[src/rtl/bj_resolve_unit_pkg.sv]
// bj_resolve_unit_pkg: BJ op codes and resolver FSM state encodings
package bj_resolve_unit_pkg;
    localparam logic [7:0] OP_INVALID = 8'h00;
    localparam logic [7:0] OP_JIRL    = 8'h01;
    localparam logic [7:0] OP_B       = 8'h02;
    localparam logic [7:0] OP_BL      = 8'h03;
    localparam logic [7:0] OP_BEQ     = 8'h04;
    localparam logic [7:0] OP_BNE     = 8'h05;
    localparam logic [7:0] OP_BLT     = 8'h06;
    localparam logic [7:0] OP_BGE     = 8'h07;
    localparam logic [7:0] OP_BLTU    = 8'h08;
    localparam logic [7:0] OP_BGEU    = 8'h09;
    typedef enum logic {
        BJ_ST_RUN  = 1'b0,
        BJ_ST_KILL = 1'b1
    } bj_state_e;
endpackage

[src/rtl/bj_resolve_unit_cond_eval.sv]
// bj_cond_eval: combinational taken/target/link/adef evaluation for one BJ op
module bj_cond_eval
    import bj_resolve_unit_pkg::*;
(
    input  logic [7:0]  op_i,
    input  logic [31:0] pc_i,
    input  logic [31:0] rj_i,
    input  logic [31:0] rkd_i,
    input  logic [31:0] imm_i,
    output logic        taken_o,
    output logic        link_we_o,
    output logic [31:0] target_o,
    output logic        adef_o
);
    // condition evaluation; unknown codes behave like OP_INVALID
    always_comb begin
        taken_o = 1'b0;
        case (op_i)
            OP_JIRL, OP_B, OP_BL: taken_o = 1'b1;
            OP_BEQ:  taken_o = rj_i == rkd_i;
            OP_BNE:  taken_o = rj_i != rkd_i;
            OP_BLT:  taken_o = $signed(rj_i) < $signed(rkd_i);
            OP_BGE:  taken_o = $signed(rj_i) >= $signed(rkd_i);
            OP_BLTU: taken_o = rj_i < rkd_i;
            OP_BGEU: taken_o = rj_i >= rkd_i;
            default: taken_o = 1'b0;
        endcase
    end
    assign target_o  = (op_i == OP_JIRL ? rj_i : pc_i) + imm_i;
    assign link_we_o = (op_i == OP_BL) | (op_i == OP_JIRL);
    assign adef_o    = taken_o & |target_o[1:0];
endmodule

[src/rtl/bj_resolve_unit.sv]
// bj_resolve_unit: registered branch/jump resolver with redirect and wrong-path kill; BJ_PERF_EN adds op counters
module bj_resolve_unit
    import bj_resolve_unit_pkg::*;
#(
    parameter int SHADOW_DEPTH = 1
) (
    input  logic        clk,
    input  logic        reset,
    input  logic        flush_in,
    input  logic        in_valid,
    output logic        in_ready,
    input  logic [7:0]  in_op,
    input  logic [31:0] in_pc,
    input  logic [31:0] in_rj,
    input  logic [31:0] in_rkd,
    input  logic [31:0] in_imm,
    output logic        out_valid,
    input  logic        out_ready,
    output logic [31:0] out_pc,
    output logic [31:0] out_link,
    output logic        out_link_we,
    output logic        out_taken,
    output logic        redirect_valid,
    output logic [31:0] redirect_pc,
    output logic        out_adef
`ifdef BJ_PERF_EN
    ,
    output logic [31:0] perf_bj_cnt,
    output logic [31:0] perf_taken_cnt
`endif
);
    bj_state_e   state_q, state_d;
    logic [2:0]  cnt_q, cnt_d;
    logic        out_valid_q, out_valid_d;
    logic        redirect_valid_q;
    logic        taken, link_we, adef, kill, acc, load, drop;
    logic [31:0] target;

    bj_cond_eval u_cond (
        .op_i      (in_op),
        .pc_i      (in_pc),
        .rj_i      (in_rj),
        .rkd_i     (in_rkd),
        .imm_i     (in_imm),
        .taken_o   (taken),
        .link_we_o (link_we),
        .target_o  (target),
        .adef_o    (adef)
    );

    assign kill        = state_q == BJ_ST_KILL;
    assign in_ready    = kill | ~out_valid_q | out_ready;
    assign acc         = in_valid & in_ready & ~flush_in;
    assign load        = acc & ~kill;
    assign drop        = acc & kill;
    assign out_valid_d = ~flush_in & (load | (out_valid_q & ~out_ready));
    assign out_valid      = out_valid_q;
    assign redirect_valid = redirect_valid_q;

    // next state: flush wins, a taken op arms the kill window, each drop counts down
    always_comb begin
        state_d = state_q;
        cnt_d   = cnt_q;
        if (flush_in) begin
            state_d = BJ_ST_RUN;
            cnt_d   = 3'd0;
        end else if (load & taken) begin
            state_d = BJ_ST_KILL;
            cnt_d   = 3'(SHADOW_DEPTH);
        end else if (drop) begin
            cnt_d   = cnt_q - 3'd1;
            state_d = cnt_q == 3'd1 ? BJ_ST_RUN : BJ_ST_KILL;
        end
    end

    // state register and kill counter
    always_ff @(posedge clk or posedge reset) begin
        if (reset) begin
            state_q <= BJ_ST_RUN;
            cnt_q   <= 3'd0;
        end else begin
            state_q <= state_d;
            cnt_q   <= cnt_d;
        end
    end

    // result register and one-cycle redirect strobe
    always_ff @(posedge clk or posedge reset) begin
        if (reset) begin
            out_valid_q      <= 1'b0;
            out_pc           <= 32'd0;
            out_link         <= 32'd0;
            out_link_we      <= 1'b0;
            out_taken        <= 1'b0;
            out_adef         <= 1'b0;
            redirect_valid_q <= 1'b0;
            redirect_pc      <= 32'd0;
        end else begin
            out_valid_q      <= out_valid_d;
            redirect_valid_q <= load & taken;
            if (load) begin
                out_pc      <= in_pc;
                out_link    <= in_pc + 32'd4;
                out_link_we <= link_we;
                out_taken   <= taken;
                out_adef    <= adef;
            end
            if (load & taken)
                redirect_pc <= target;
        end
    end

`ifdef BJ_PERF_EN
    // resolved-op and taken-op counters, free-running wrap
    always_ff @(posedge clk or posedge reset) begin
        if (reset) begin
            perf_bj_cnt    <= 32'd0;
            perf_taken_cnt <= 32'd0;
        end else begin
            perf_bj_cnt    <= perf_bj_cnt + {31'd0, load};
            perf_taken_cnt <= perf_taken_cnt + {31'd0, load & taken};
        end
    end
`endif
endmodule

[config.mk]
export PLATFORM = sky130hd
export DESIGN_NAME = bj_resolve_unit
export DESIGN_NICKNAME = d
export VERILOG_FILES = /design/src/rtl/bj_resolve_unit_pkg.sv /design/src/rtl/bj_resolve_unit_cond_eval.sv /design/src/rtl/bj_resolve_unit.sv
export SDC_FILE = /design/constraint.sdc
export NUM_CORES = 1
export LEC_CHECK = 0
export ABC_CLOCK_PERIOD_IN_PS = 3240
export CAP_MARGIN = 40
export CELL_PAD_IN_SITES_DETAIL_PLACEMENT = 1
export CELL_PAD_IN_SITES_GLOBAL_PLACEMENT = 2
export CORE_MARGIN = 2
export CORE_UTILIZATION = 24
export DETAILED_ROUTE_END_ITERATION = 8
export PLACE_DENSITY_LB_ADDON = 0.1
export SLEW_MARGIN = 20
export SYNTH_ARGS = -nofsm -noshare
export SYNTH_HDL_FRONTEND = slang
export SYNTH_SLANG_ARGS = --single-unit
[constraint.sdc]
create_clock -name clk -period 3.24 [get_ports clk]
set_clock_uncertainty 0.1 [all_clocks]
set_input_delay 0.324 -clock clk [delete_from_list [all_inputs] [get_ports clk]]
set_output_delay 0.324 -clock clk [all_outputs]
set_load 0.02 [all_outputs]
==> Word level (Yosys, flattened, before mapping) <==
Cells that the tools add are included.
{ "totals": {"inputBits": 141, "out_inout_bits": 102, "wordCells": 57, "regBits": 105} }
{ "classes": {"n_addsub": 3, "n_bitwise": 16, "muxes": 9, "n_lt_le_gt_ge": 4, "n_reduce_logical": 3, "n_eq_ne": 12} }
{ "ops": {"columns": ["op", "count"], "rows": [
  [">= comparator 32 bit", 2],
  ["< comparator 32 bit", 2],
  ["adder 32 x 3 -> 32 bit, second input constant", 1],
  ["adder 32 bit", 1],
  ["== test 32 bit", 1],
  ["== test 8 x 3 -> 1 bit, second input constant", 4],
  ["two-way mux 32 bit", 1],
  ["inequality test 32 bit", 1],
  ["== test 8 x 2 -> 1 bit, second input constant", 2],
  ["== test 8 x 4 -> 1 bit, second input constant", 2],
  ["two-way mux 3 bit", 3],
  ["bitwise AND 1 bit", 8],
  ["== test 8 x 1 -> 1 bit, second input constant", 1],
  ["one-hot mux 1 bit (7 select lines)", 1],
  ["two-way mux 1 bit", 4],
  ["inverter 1 bit", 4],
  ["OR 1 bit", 4],
  ["== test 3 x 1 -> 1 bit, second input constant", 1],
  ["nonzero test 3 bit", 1],
  ["OR reduction 3 bit", 1],
  ["subtractor 3 x 1 -> 3 bit, second input constant", 1],
  ["OR reduction 2 bit", 1]
]} }

==> Depth between registers and ports, before layout <==
{ "logic_depth": {"ltp_word": 9, "mapped_depth": 19, "mapped_depth_nobuf": 17} }

==> Hierarchy <==
Synthesis repeated with hierarchy kept, for this count alone.
{ "hier_totals": {"cells_unflattened": 810, "area_unflattened_um2": 7385.8} }
{ "by_module_without_submodules": {"columns": ["module", "instances", "area_each_um2", "cells_each", "seq_area_each_um2"], "rows": [
  ["bj_resolve_unit", 1, 4463.0, 427, 2577.5],
  ["bj_cond_eval", 1, 2922.8, 383, 0.0]
]} }

==> Least setup slack after synthesis <==
No wires, ideal clock.
{ "synth_timing": {"kind": "input-to-reg", "start": "in in_op[5]", "end": "reg redirect_pc[27]", "arrival_ns": 3.969, "setup_time_ns": 0.126, "slack_ns": -0.955, "required_time_ns": 3.014, "stages": 16, "path_buffers": 2, "path_cell_list": "nor4_1 > nand3b_1 > or3_1 > clkbuf_1 > clkbuf_1 > mux2_2 > ha_1 > a21o_1 > a31o_1 > a311oi_2 > o31ai_1 > o31a_1 > o31a_4 > and4_4 > a2111oi_2 > o21ai_2"} }
{ "synth_via": {"elab_chain_cells": 4, "elab_cells_between_ends": 14, "classes_between": "add/sub: 1; eq/ne: 9; mux: 2; bitwise: 1; reduce/logical: 1"} }
{ "synth_lines": {"columns": ["item", "line_no", "text"], "rows": [
  ["start: declaration", "bj_resolve_unit.sv:12", "input logic [7:0] in_op,"],
  ["parallel branches: the longest is 4 deep, another holds adder 32 bit", null, null],
  ["end signal: assignment", "bj_resolve_unit.sv:109", "redirect_pc <= target;"],
  ["end: declaration", "bj_resolve_unit.sv:24", "output logic [31:0] redirect_pc,"]
]} }
Several ways; the timed one is not identified.
A chain may end at the register's enable or synchronous reset.

==> Worst setup path after layout <==
{ "layout_timing": {"start": "in in_op[2]", "end": "reg redirect_pc[27]"} }
Same word-level chain as after synthesis.

==> results.md <==
- Hold/Removal Path Class: in2reg
- H-tree levels: 3
- Worst path cell trace: clkdlybuf4s50_1, or3_1, buf_6, buf_4, mux2_2, ha_4, a21o_1, a31o_1, a311oi_4, o31ai_4, o31a_1, o31a_4, a2111oi_4, a2111oi_4, o21ai_2
- CP Launch Type: primary input
- CTS tree: yes
- Detailed Place HPWL: 23830 um
- RR Startpoint: kill
- Initial core utilization: 0.2427
- GRT Util Overall: 0.1883
- Largest area contributor in the netlist: dfrtp_1
- # IOs: between 200 and 250
- Design Area, Final: 12370 sq um
- Failing checks: negative setup slack
- Kind of critical path: in2reg
- DRT Wirelength: 29750 um
- Max Fanout on Critical Path: 8
- # nets final: 1446
- Top FF cell, synth: dfrtp_1
- F_max: 0.2606 GHz
- Status: complete, but fails checks
- RSZ-0062 raised after global routing: yes
- Die X: approximately 180 um
- First-pass GRT wire length: 44880 um
- Hold Path End: out_link_we
- Max-cap violations: 0
- Final Hold Vio Count: 0
- Number of routed nets with antenna violations: 0
- Row count: 63
- DR DRC count: 0
- Peak supply drop: 297.8 uV
- Pin count of the biggest net entering global routing: 54
- Sequential-to-total area share from yosys stat: 0.3593
- Gr ovfl total: 0
- Placed Cells incl. Taps: 1587
- Vias per cell: approximately 4.5
- Worst-Skew Late Latency: 0.36 ns
- Mapped Area: 7173 sq um
- Sink Count: 103
- Seq pwr share: 0.336
- Chip Height: between 150 and 200 um
- Setup ws final: -0.5968 ns
- Commonest non-fill, non-tap cell in the layout: clkdlybuf4s50_1
- Number of global-route vias before repair: 7751
- Top-area cell type share of the netlist area: 0.3593
- Layout cells sized above 1: 0.2631
- Final Max Tran Viols: 0
- Top cells by area, synth: dfrtp_1, ha_1, nand2_1
- Slowest cell on the critical path: clkdlybuf4s50_1
- Tcrit/Tclk final: 1.184
- Initial DRT Pass Iterations: 4
- EDFF count, synth: 0
- Layout area overhead: 72.44%
- First DRT Iteration DRCs: ~270
- FF-to-FF End: out_link[29]
- Core area: 29560 sq um
- Total CTS buffers: 9
- FFs w/ async S/R, synth: 1.000
- Worst hold slack: 0.2646 ns
- Pwr per Cell Area: 376.1 nW/um^2
- GP Congestion: 0.8228
- Syn avg cell area: 8.580 sq um
- P_int: about 3.0 mW
- Worst hold stages: 5
- Logic pwr share: 0.419
- CP top delay family: compound AO/OA/AOI/OAI gates
- Worst Path Arrival: 4.04 ns
- Syn Inst Count: 836
- Final setup vio count: 20
- Clock share of power: 0.246
- Instance count on the critical path: 15
- Switch share: 0.3548
- CP required: 3.44 ns
- Clk slew on worst S/H paths: 0.09 ns
- Leakage Power: 5.611 nW
- Slew margin rel.: 0.5668
- Die area: around 31000 sq um
- Initial antenna violation count: 2
- WP buf/inv: 3
- Ys Warns: 0
- Drt wl/cell: 18.20 um
- Max incr delay on CP: 0.43 ns
- Switching Power: 1.650 mW
- Area post-placement: roughly 11000 sq um
- Flop-to-flop setup slack: between 0.9 and 1 ns
- Yosys cell types: 59
- Minimum clock period: 3.837 ns
- Most frequent cells in the layout: clkdlybuf4s50_1, nand2_1, buf_4
- Worst slew pin tran: 0.6499 ns
- CTS Buffer Depth: 2
- Yosys reg bits: ~100
- Cell mode on critical path: a2111oi_4
- CTS root buf: clkbuf_16
- R2R depth: 7
- Vias: around 7400
- Post-synth net total: roughly 1000
- Crit path capture type: flip-flop
- Port Buf Inserts: 242
- Finished Layout Cells: roughly 1600
- Hold Path Origin: in_op[4]
worst min-delay path: stages:
cell	delay, ns
buf_6	0.07
nor4_4	0.03
nand3b_1	0.09
buf_4	0.10
o31ai_1	0.05
per-layer routing:
| layer | part of all wire | GRT usage |
|---|---|---|
| met4 | 0.0066 | 0.02858 |
| met2 | 0.47 | 0.3071 |
| met3 | 0.026 | 0.02427 |
| met1 | 0.49 | 0.2702 |
| met5 | 0 | 0 |
power groups by stage:
stage / sequential, mW / clock [mW] / combinational (mW)
after floorplan: 1.77 / 0 / 0.608
after CTS: 1.56 / 1.19 / 1.86
after global placement: 1.59 / 0 / 1.75
after global routing: 1.59 / 1.24 / 2.12
after detailed placement: 1.59 / 0 / 1.76
final: 1.56 / 1.14 / 1.95
sequential cells by signal (all words and copies together), names as in the netlist:
name            cells
out_pc             32
redirect_pc        32
out_link           30
cnt_q               3
kill                1
out_adef            1
out_link_we         1
out_taken           1
out_valid           1
redirect_valid      1
synth_stat cells (2+ instances only):
library cell / number
nand2_1: 191
dfrtp_1: 103
o21ai_0: 73
ha_1: 66
inv_1: 50
a21oi_1: 41
mux2_2: 32
xnor2_1: 26
clkbuf_1: 25
xor2_1: 25
nand3_1: 23
nor2_1: 20
nand4_1: 15
a21o_1: 14
nor3_1: 13
nor2b_1: 9
and3_1: 8
o211ai_1: 8
and4_1: 5
nand2b_1: 5
o21a_1: 5
o21ai_1: 5
o31ai_1: 5
or3_1: 5
a31oi_1: 4
mux2i_1: 4
nand3b_1: 4
o21bai_1: 4
a211oi_1: 3
a221oi_1: 3
buf_1: 3
buf_2: 3
nor4_1: 3
a2111oi_2: 2
a211o_1: 2
and2_1: 2
buf_4: 2
o211a_1: 2
o21ai_2: 2
or2_2: 2
final cells by class:
type	instances	area (sq um)
fillers	3412	17190
flip-flops and latches	103	2577
clock inverters	6	62.56
well taps	390	488.0
diodes	2	5.005
multi-input cells	650	4931
clock buffers	10	229.0
inverters	50	190.2
repair buffers	424	3886
through the flow:
stage                       util  TNS (ns)  power, mW  setup slack (ns)
after floorplan                -    -6.357      2.378           -0.6900
after global placement    0.3816    -24.74      3.335            -1.223
after detailed placement  0.3823    -26.19      3.351            -1.320
after CTS                 0.4046    -8.028      4.615           -0.6997
after global routing      0.4185    -9.927      4.937           -0.7360
final                     0.4185    -6.518      4.652           -0.5968
timing repair:
action,4_1_cts,5_1_grt
hold buffers,0,0
buffers inserted,16,21
endpoints found under the setup margin,26,29
gates resized for setup,86,54
pin swaps,42,61
cells by family (layout without fill, tap and decap cells):
kind of cell,count (synthesis),after routing,share of synthesized area
AO/OA/AOI/OAI,186,186,0.1643
buffers and inverters,83,490,0.04500
adder cells (fa/ha/maj),67,67,0.1179
flip-flops,103,103,0.3593
other,0,2,0
XOR/XNOR,51,51,0.06227
multiplexers,36,36,0.05582
AND/OR/NAND/NOR,310,310,0.1954
worst max-delay path by stage:
stage	start	endpoint
detailed placement	in_op[5]	redirect_pc[31]
global route	in_op[4]	redirect_pc[27]
CTS	in_op[6]	redirect_pc[27]
global placement	in_op[5]	redirect_pc[27]
finish	in_op[2]	redirect_pc[27]
floorplan	in_op[5]	redirect_pc[27]
(Power assumes the default switching activity.)
